--- src/rtl/ddr_cmd_sched_pkg.sv ---
// Shared definitions for the DDR command scheduler: command encodings and CBA field layout.
package ddr_cmd_sched_pkg;

    localparam int CMD_WIDTH = 3;

    // {ras_n, cas_n, we_n}
    typedef enum logic [CMD_WIDTH-1:0] {
        DDR_CMD_MRS   = 3'b000,
        DDR_CMD_AR    = 3'b001,
        DDR_CMD_PRE   = 3'b010,
        DDR_CMD_ACT   = 3'b011,
        DDR_CMD_WRITE = 3'b100,
        DDR_CMD_READ  = 3'b101,
        DDR_CMD_NOP   = 3'b111
    } ddr_cmd_e;

    localparam int CBA_A_LSB = 0;

    function automatic int cba_ba_lsb(input int a_width);
        return a_width;
    endfunction

    function automatic int cba_cmd_lsb(input int a_width, input int ba_width);
        return a_width + ba_width;
    endfunction

    function automatic int max_int(input int a, input int b);
        return (a > b) ? a : b;
    endfunction

endpackage

--- src/rtl/ddr_win_shr.sv ---
// Delayed fixed-length pulse generator: a start in cycle k drives win_o high
// for cycles k+DELAY .. k+DELAY+LENGTH-1.
module ddr_win_shr #(
    parameter int DELAY  = 1,
    parameter int LENGTH = 1
) (
    input  logic clk,
    input  logic reset,
    input  logic start_i,
    output logic win_o
);

    localparam int W = DELAY + LENGTH - 1;

    if (DELAY < 1 || LENGTH < 1) begin : g_param_chk
        $error("ddr_win_shr: DELAY and LENGTH must both be >= 1");
    end

    logic [W-1:0] sr_q;
    logic [W-1:0] sr_d;

    // Bit i of the shift register holds a start seen i+1 cycles ago.
    assign sr_d = W'({sr_q, start_i});

    always_ff @(posedge clk) begin
        if (reset) begin
            sr_q <= '0;
        end else begin
            sr_q <= sr_d;
        end
    end

    assign win_o = |sr_q[W-1:DELAY-1];

endmodule

--- src/rtl/ddr_cmd_sched.sv ---
// DDR command scheduler: spaces accepted CBA commands, registers the command pins and
// generates read-sample / write DQS windows. Auto refresh is enabled by DDR_AUTO_REFRESH_EN.
module ddr_cmd_sched
    import ddr_cmd_sched_pkg::*;
#(
    parameter int A_WIDTH      = 13,
    parameter int BA_WIDTH     = 2,
    parameter int BURST_LEN    = 4,
    parameter int CAS_LAT      = 2,
    parameter int T_MRD        = 2,
    parameter int T_RFC        = 15,
    parameter int T_RCD        = 4,
    parameter int T_RP         = 2,
    parameter int T_RD         = 6,
    parameter int T_WR         = 8,
    parameter int REF_INTERVAL = 1560
) (
    input  logic                                  clk,
    input  logic                                  reset,
    input  logic                                  cmd_valid,
    output logic                                  cmd_ready,
    input  logic [CMD_WIDTH+BA_WIDTH+A_WIDTH-1:0] cmd_cba,
    output logic                                  ddr_ras_n,
    output logic                                  ddr_cas_n,
    output logic                                  ddr_we_n,
    output logic [BA_WIDTH-1:0]                   ddr_ba,
    output logic [A_WIDTH-1:0]                    ddr_a,
    output logic                                  wr_dqs_oe,
    output logic                                  wr_dqs_en,
    output logic                                  wdata_ack,
    output logic                                  rd_sample,
    output logic                                  ref_issued
);

    localparam int BEATS   = BURST_LEN / 2;
    localparam int CBA_W   = CMD_WIDTH + BA_WIDTH + A_WIDTH;
    localparam int CMD_LSB = cba_cmd_lsb(A_WIDTH, BA_WIDTH);
    localparam int BA_LSB  = cba_ba_lsb(A_WIDTH);
    localparam int T_MAX   = max_int(max_int(max_int(T_MRD, T_RFC), max_int(T_RCD, T_RP)),
                                     max_int(max_int(T_RD, T_WR), 1));
    localparam int DW      = $clog2(T_MAX + 1);

    if (T_RD < CAS_LAT + BEATS || T_WR < BEATS + 2) begin : g_timing_chk
        $error("ddr_cmd_sched: need T_RD >= CAS_LAT+BEATS and T_WR >= BEATS+2");
    end
    if (!(BURST_LEN == 2 || BURST_LEN == 4 || BURST_LEN == 8) || CAS_LAT < 1 || CAS_LAT > 7)
    begin : g_burst_chk
        $error("ddr_cmd_sched: BURST_LEN must be 2/4/8 and CAS_LAT 1..7");
    end
    if (REF_INTERVAL < 2 || REF_INTERVAL > 65536) begin : g_ref_chk
        $error("ddr_cmd_sched: REF_INTERVAL must fit the 16-bit refresh counter");
    end

    logic [CMD_WIDTH-1:0] cmd;
    logic                 accept;
    logic                 ref_grant;
    logic [DW-1:0]        cmd_dly;
    logic [DW-1:0]        delay_q, delay_d;
    logic [CBA_W-1:0]     cba_q, cba_d;

    assign cmd       = cmd_cba[CMD_LSB +: CMD_WIDTH];
    assign cmd_ready = (delay_q == '0) & ~ref_grant;
    assign accept    = cmd_valid & cmd_ready;

    always_comb begin
        cmd_dly = '0;
        case (cmd)
            DDR_CMD_MRS:   cmd_dly = DW'(T_MRD);
            DDR_CMD_AR:    cmd_dly = DW'(T_RFC);
            DDR_CMD_ACT:   cmd_dly = DW'(T_RCD);
            DDR_CMD_PRE:   cmd_dly = DW'(T_RP);
            DDR_CMD_READ:  cmd_dly = DW'(T_RD);
            DDR_CMD_WRITE: cmd_dly = DW'(T_WR);
            default:       cmd_dly = '0;
        endcase
    end

    // An internal refresh takes the slot exactly like an accepted AR would.
    always_comb begin
        cba_d   = {DDR_CMD_NOP, {(BA_WIDTH + A_WIDTH){1'b0}}};
        delay_d = (delay_q != '0) ? delay_q - 1'b1 : '0;
        if (ref_grant) begin
            cba_d   = {DDR_CMD_AR, {(BA_WIDTH + A_WIDTH){1'b0}}};
            delay_d = DW'(T_RFC);
        end else if (accept) begin
            cba_d   = cmd_cba;
            delay_d = cmd_dly;
        end
    end

    always_ff @(posedge clk) begin
        if (reset) begin
            cba_q   <= {DDR_CMD_NOP, {(BA_WIDTH + A_WIDTH){1'b0}}};
            delay_q <= '0;
        end else begin
            cba_q   <= cba_d;
            delay_q <= delay_d;
        end
    end

    assign ddr_ras_n = cba_q[CMD_LSB + 2];
    assign ddr_cas_n = cba_q[CMD_LSB + 1];
    assign ddr_we_n  = cba_q[CMD_LSB];
    assign ddr_ba    = cba_q[BA_LSB +: BA_WIDTH];
    assign ddr_a     = cba_q[CBA_A_LSB +: A_WIDTH];

    logic rd_start, wr_start, wr_data_win;

    assign rd_start = accept & (cmd == DDR_CMD_READ);
    assign wr_start = accept & (cmd == DDR_CMD_WRITE);

    ddr_win_shr #(.DELAY(1 + CAS_LAT), .LENGTH(BEATS)) u_rd_win (
        .clk     (clk),
        .reset   (reset),
        .start_i (rd_start),
        .win_o   (rd_sample)
    );

    // Output enable opens one cycle early to cover the DQS preamble.
    ddr_win_shr #(.DELAY(1), .LENGTH(BEATS + 1)) u_oe_win (
        .clk     (clk),
        .reset   (reset),
        .start_i (wr_start),
        .win_o   (wr_dqs_oe)
    );

    ddr_win_shr #(.DELAY(2), .LENGTH(BEATS)) u_wdata_win (
        .clk     (clk),
        .reset   (reset),
        .start_i (wr_start),
        .win_o   (wr_data_win)
    );

    assign wr_dqs_en = wr_data_win;
    assign wdata_ack = wr_data_win;

`ifdef DDR_AUTO_REFRESH_EN
    logic [15:0] ref_cnt_q, ref_cnt_d;
    logic        ref_pending_q, ref_pending_d;
    logic        ref_issued_q;

    assign ref_grant = (delay_q == '0) & ref_pending_q;

    always_comb begin
        ref_cnt_d     = ref_cnt_q - 16'd1;
        ref_pending_d = ref_pending_q & ~ref_grant;
        if (ref_cnt_q == 16'd0) begin
            ref_cnt_d     = 16'(REF_INTERVAL - 1);
            ref_pending_d = 1'b1;
        end
    end

    always_ff @(posedge clk) begin
        if (reset) begin
            ref_cnt_q     <= 16'(REF_INTERVAL - 1);
            ref_pending_q <= 1'b0;
            ref_issued_q  <= 1'b0;
        end else begin
            ref_cnt_q     <= ref_cnt_d;
            ref_pending_q <= ref_pending_d;
            ref_issued_q  <= ref_grant;
        end
    end

    assign ref_issued = ref_issued_q;
`else
    assign ref_grant  = 1'b0;
    assign ref_issued = 1'b0;
`endif

endmodule
--- config.mk ---
export PLATFORM = sky130hd
export DESIGN_NAME = ddr_cmd_sched
export DESIGN_NICKNAME = d
export VERILOG_FILES = /design/src/rtl/ddr_cmd_sched_pkg.sv /design/src/rtl/ddr_win_shr.sv /design/src/rtl/ddr_cmd_sched.sv
export SDC_FILE = /design/constraint.sdc
export NUM_CORES = 1
export LEC_CHECK = 0
export CAP_MARGIN = 20
export CORE_ASPECT_RATIO = 2
export CORE_MARGIN = 2
export CORE_UTILIZATION = 30
export DETAILED_ROUTE_END_ITERATION = 8
export GPL_ROUTABILITY_DRIVEN = 0
export SLEW_MARGIN = 0
export SYNTH_ARGS = -nofsm -noshare
export SYNTH_HDL_FRONTEND = slang
export SYNTH_SLANG_ARGS = --single-unit
--- constraint.sdc ---
create_clock -name clk -period 1.2 [get_ports clk]
set_input_delay 0.24 -clock clk [delete_from_list [all_inputs] [get_ports clk]]
set_output_delay 0.24 -clock clk [all_outputs]
set_load 0.02 [all_outputs]
==> metrics.cfg, run 1 <==
[status]
status = complete, but fails checks
violations = negative setup slack

[synthesis]
synth.top_cell.area_share_pct = 61.4
synthTopCellsByArea = dfxtp_1 61%, and2_1 9.9%, nor2b_1 3.3%
yosys.area_share.simple_pct = 26.9
syn_area_per_cell_sq_um = 11.3
synthAdderAreaFrac_pct = 0
synth_area_sq_um = 946
synth_warnings = 0
synth_top_family_by_area = simple AND/OR/NAND/NOR gates
synth_seq_area_share_pct = 61.4
netlist-cell-type-count = 28
syn_inst = 84
syn_nets = 105
ys_ff_latch = 29
muxShareOfSynthArea_pct = 1.06
yosys.area.top_type = dfxtp_1
synth_xor_area_share_pct = 0.926
synth_compound_area_share_pct = 5.03

[die]
die_x_um = 43.7
core_area_sq_mm = 0.00298
start_util_pct = 31.8
fp-row-count = 28
die_h_um = 83.4
die_area_sq_mm = 0.00365
pin_count = 45

[setup_path]
start_kind = flop
cp-end-kind = primary output
worst_ep_arrival_time_ns = 1.10
crit_type = reg -> out
cp.required_ns = 0.96
cp_max_fo = 2

[timing]
fin_ws_ns = -0.141
post-route-period-util_pct = 112
setup_viol_count_final = 24
fin_crit_ns = 1.34
rsz0062_at_grt = yes
fin_setup_tns_ns = -2.03
slew_viol_final = 0
finalHoldViolCount = 0
max_freq_ghz = 0.746
fin_skew_ns = 0.00250

[drt]
drtIter0Drc = 12
antenna_left = 0
wl_um = 2130
drc_errors = 0
drt-wirelength-per-cell_um = 12.4
avgViaCountPerCell = 4.50
num_vias = 769
first_pass_iters = 3

[global_route]
grt_antenna_before_repair = 0
grt_pass1_vias = 772
grt_pass1_wl_um = 3280
grt_max_degree = 19
grt_usage_pct = 12.5
overflow = 0

[finish]
diodes = 0
layout.cells.most_common = dfxtp_1
final_cell_mix = 25 x dfxtp_1, 18 x clkdlybuf4s50_1, 18 x dlygate4sd2_1, 13 x and2_1, 8 x buf_4
area_growth_pct = 73.5
drive_gt1_share_pct = 28.4
layout.nets = 162
final_area_sq_mm = 0.00164

[cts]
cts_hold_buf = 0
cts_tree = built
clk_pin_slew_ns = 0.05
clockBufferDepth = 2
numCtsBuffers = 5
clock_latency_ns = 0.27
cts_max_level = 2
cts_sinks = 29
clockRootBuffer = clkbuf_8

[placed_design]
place_area_sq_mm = 0.00147
port_buffers = 43
hpwl_um = 1540

[power_and_ir_drop]
power.density_mw_per_mm2 = 1510
irDropWorstVdd_mv = 0.952
finalPower_mw = 2.49
p_leak_nw = 0.750

[worst_hold_path]
hp-class = in -> reg

[job]
maxCapViolCount = 0

worst max-delay path, stage by stage (launching register included):
cell and delay [ns]:
dfxtp_2 0.32, or3_4 0.38, buf_6 0.14
metal layers:
layer / GRT usage, % / vias up / part of all wire (%)
met4: 7.44 / 0 / 1.1
met2: 20.6 / 33 / 55
met5: 0 / - / 0
met3: 6.30 / 2 / 8.9
met1: 11.7 / 350 / 35
li1: - / 384 / -
cells by family (layout without fill, tap and decap cells):
kind of cell	count (synthesis)	after routing
and+or+nand+nor	39	39
DFF	29	29
AOI/OAI and AO/OA	7	7
buffers and inverters	6	63
other	1	1
xor gates and xnor gates	1	1
muxes	1	1
worst paths after layout:
kind                                  startpoint                to  slack [ns]  cells past startpoint
worst max-delay path            u_oe_win.sr_q[2]         wr_dqs_oe       -0.14                      2
worst min-delay path                 cmd_cba[16]  u_rd_win.sr_q[0]        0.36                      2
worst max register to register        delay_q[0]         cba_q[12]       -0.11                      5
worst min register to register  u_rd_win.sr_q[0]  u_rd_win.sr_q[1]        0.45                      1
where the power goes:
group          switching, mW  leakage (nW)  internal, mW
sequential            0.0365         0.238          1.05
combinational          0.284         0.468         0.354
clock                  0.313        0.0443         0.453
total                  0.633         0.750          1.85
synthesized netlist by cell type, drive strengths merged:
library cell  number
xnor2              1
or2                3
o22ai              1
clkbuf             1
o31ai              1
conb               1
a22o               1
nand4bb            1
nor3               1
inv                1
nand2              4
or3                1
a21oi              1
mux2i              1
o21ai              1
buf                4
nor4b              2
nor4               1
nand2b             3
and3               1
nor2               1
a211oi             1
o211ai             1
nand3              1
dfxtp             29
nor2b              5
and2              15
per-stage QoR:
stage | utilization (%) | hold slack [ns] | worst slack, ns | cells
after global routing | 55.1 | 0.380 | -0.186 | 171
after CTS | 53.4 | 0.452 | -0.149 | 169
after detailed placement | 49.2 | 0.441 | -0.298 | 162
after global placement | 49.2 | 0.422 | -0.286 | 162
after floorplan | - | 0.305 | -0.198 | 84
final | 55.1 | 0.361 | -0.141 | 171
registers in the layout, indices dropped and copies added, names as in the netlist:
register	cells
u_oe_win.sr_q	3
delay_q	4
u_rd_win.sr_q	4
cba_q	18
repair_timing:
| item | CTS | global route |
|---|---|---|
| endpoints found under the setup margin | 46 | 28 |
| gates cloned | 0 | 1 |
| buffers inserted | 0 | 1 |
| pin swaps | 6 | 1 |
| gates resized for setup | 60 | 5 |
cell type report:
type                            instances  area, sq um
Multi-Input combinational cell         49          388
Clock buffer                            7         86.3
Inverter                                1         3.75
Sequential cell                        29          586
Fill cell                             273         1340
Timing Repair Buffer                   55          541
Tap cell                               30         37.5
No activity file was read; power rests on OpenSTA's default activity.
==> run 2, diff against run 1 <==
- REMOVE_ABC_BUFFERS: not set -> 1
- TNS_END_PERCENT: not set -> 30
==> run 2 against run 1 <==
The flow still finishes with violations (negative setup slack). Die area stayed put. Clock skew is 0.0025 ns higher. Via count is 1.2% lower. Final cell count is 1.2% lower. First-iteration DRC count is 50% lower. Critical path type unchanged. Critical endpoint is now cmd_ready. Highest routed layer unchanged.
==> metrics.cfg, run 2 (synthesized netlist as in run 1, its figures left out) <==
[status]
status = complete, but fails checks
violations = negative setup slack

[drt]
drc_errors = 0
drtIter0Drc = 6
antenna_left = 0
first_pass_iters = 4
wl_um = 2160
num_vias = 760
drt-wirelength-per-cell_um = 12.8
avgViaCountPerCell = 4.50

[cts]
clockBufferDepth = 2
clk_pin_slew_ns = 0.06
cts_hold_buf = 0
clockRootBuffer = clkbuf_8
cts_sinks = 29
cts_tree = built
clock_latency_ns = 0.27
cts_max_level = 2
numCtsBuffers = 5

[die]
start_util_pct = 31.8
pin_count = 45
die_area_sq_mm = 0.00365
fp-row-count = 28
core_area_sq_mm = 0.00298
die_h_um = 83.4
die_x_um = 43.7

[finish]
layout.nets = 159
post-route-util_pct = 52.1
regArea_sq_um = 584
final_area_sq_mm = 0.00155
multi_input_area_sq_um = 350
layout.cells.most_common = dfxtp_1
area_growth_pct = 63.9
diodes = 0
drive_gt1_share_pct = 23.0
largest-register = cba_q
largest_register_ffs = 18
fill_cells = 280
reg_top3 = cba_q (18), delay_q (4), u_rd_win.sr_q (4)
final_cell_mix = 26 x dfxtp_1, 20 x clkdlybuf4s50_1, 17 x dlygate4sd2_1, 15 x and2_1, 9 x buf_4

[timing]
slew_viol_final = 0
fin_ws_ns = -0.162
max_freq_ghz = 0.734
setup_viol_count_final = 27
fin_crit_ns = 1.36
rsz0062_at_grt = yes
post-route-period-util_pct = 113
fin_skew_ns = 0.00497
finalHoldViolCount = 0

[setup_path]
cp_max_fo = 3
crit_type = reg -> out
crit_chain = nor4_4, buf_4
slowest_delay_ns = 0.34
cp.required_ns = 0.96
slowest_stage = dfxtp_2
start_kind = flop
cp-end-kind = primary output
worst_ep_arrival_time_ns = 1.12
worstRegToRegCells = 5

[power_and_ir_drop]
power.density_mw_per_mm2 = 1540
irDropWorstVdd_mv = 1.03
p_leak_nw = 0.697

[worst_hold_path]
min_path_cells = 1
hp-class = reg -> reg

[global_route]
grt_antenna_before_repair = 0
overflow = 0
grt_usage_pct = 12.9
grt_max_degree = 19
grt_pass1_wl_um = 3380
grt_pass1_vias = 719

[job]
maxCapViolCount = 0

[placed_design]
pre_cts_slack_ns = -0.415
port_buffers = 43
place_area_sq_mm = 0.00145
hpwl_um = 1550

-- run 2: changes by cell type in the layout (fill, tap and decap cells not counted), moves of 2 or more --
cell / before / now
and2_1: 13 / 15
and2_4: 2 / 0
buf_6: 6 / 4
clkdlybuf4s50_1: 18 / 20
clkinv_2: 0 / 2
dlymetal6s2s_1: 2 / 0
-- run 2: timing repair --
action | CTS | global route
resized for setup | 52 | 6
setup buffers | 0 | 1
setup endpoints to repair | 46 | 29
pin swaps | 3 | 1
-- run 2: report_power, final --
part           switching (mW)  internal, mW  leakage, nW
Clock                   0.348         0.400       0.0450
Sequential             0.0402          1.04        0.238
Combinational           0.263         0.297        0.415
-- run 2: critical path, delay by kind of cell, from the launching register on --
family / cells / cell delay (ns)
buffers and inverters: 1 / 0.20
DFF: 1 / 0.34
and+or+nand+nor: 1 / 0.32
-- run 2: final timing paths --
path	startpoint	slack, ns	end
min reg2reg	u_rd_win.sr_q[0]	0.45	u_rd_win.sr_q[1]
max	delay_q[1]	-0.16	cmd_ready
min	u_rd_win.sr_q[0]	0.45	u_rd_win.sr_q[1]
max reg2reg	delay_q[1]	-0.15	cba_q[12]
-- run 2: stage by stage --
stage | instances | power (mW) | setup TNS (ns) | hold WS [ns]
6_report | 169 | 2.39 | -3.20 | 0.449
5_1_grt | 169 | 2.52 | -4.88 | 0.470
4_1_cts | 168 | 2.39 | -2.17 | 0.447
3_5_place_dp | 160 | 1.67 | -6.17 | 0.433
3_3_place_gp | 160 | 1.65 | -6.17 | 0.423
2_1_floorplan | 79 | 1.35 | -5.31 | 0.312
-- run 2: cell type report --
type,instances,share of cell area (%)
inverters,1,0.242
flip-flops and latches,29,37.7
well taps,30,2.42
repair buffers,52,31.7
multi-input cells,49,22.6
clock inverters,2,0.646
clock buffers,6,4.68
-- run 2: metal layers --
metal / up-vias / GRT usage (%) / share of wire (%)
met5: - / 0 / 0
met1: 352 / 12.3 / 35
met2: 24 / 20.7 / 58
met4: 0 / 9.37 / 2.2
li1: 380 / - / -
met3: 4 / 5.87 / 5.2
==> run 3, diff against run 2 <==
- ABC_AREA: not set -> 0
- HOLD_SLACK_MARGIN: not set -> 0.1
==> results of run 3 <==
The final DEF is identical to that of run 2; final timing and power are the same.
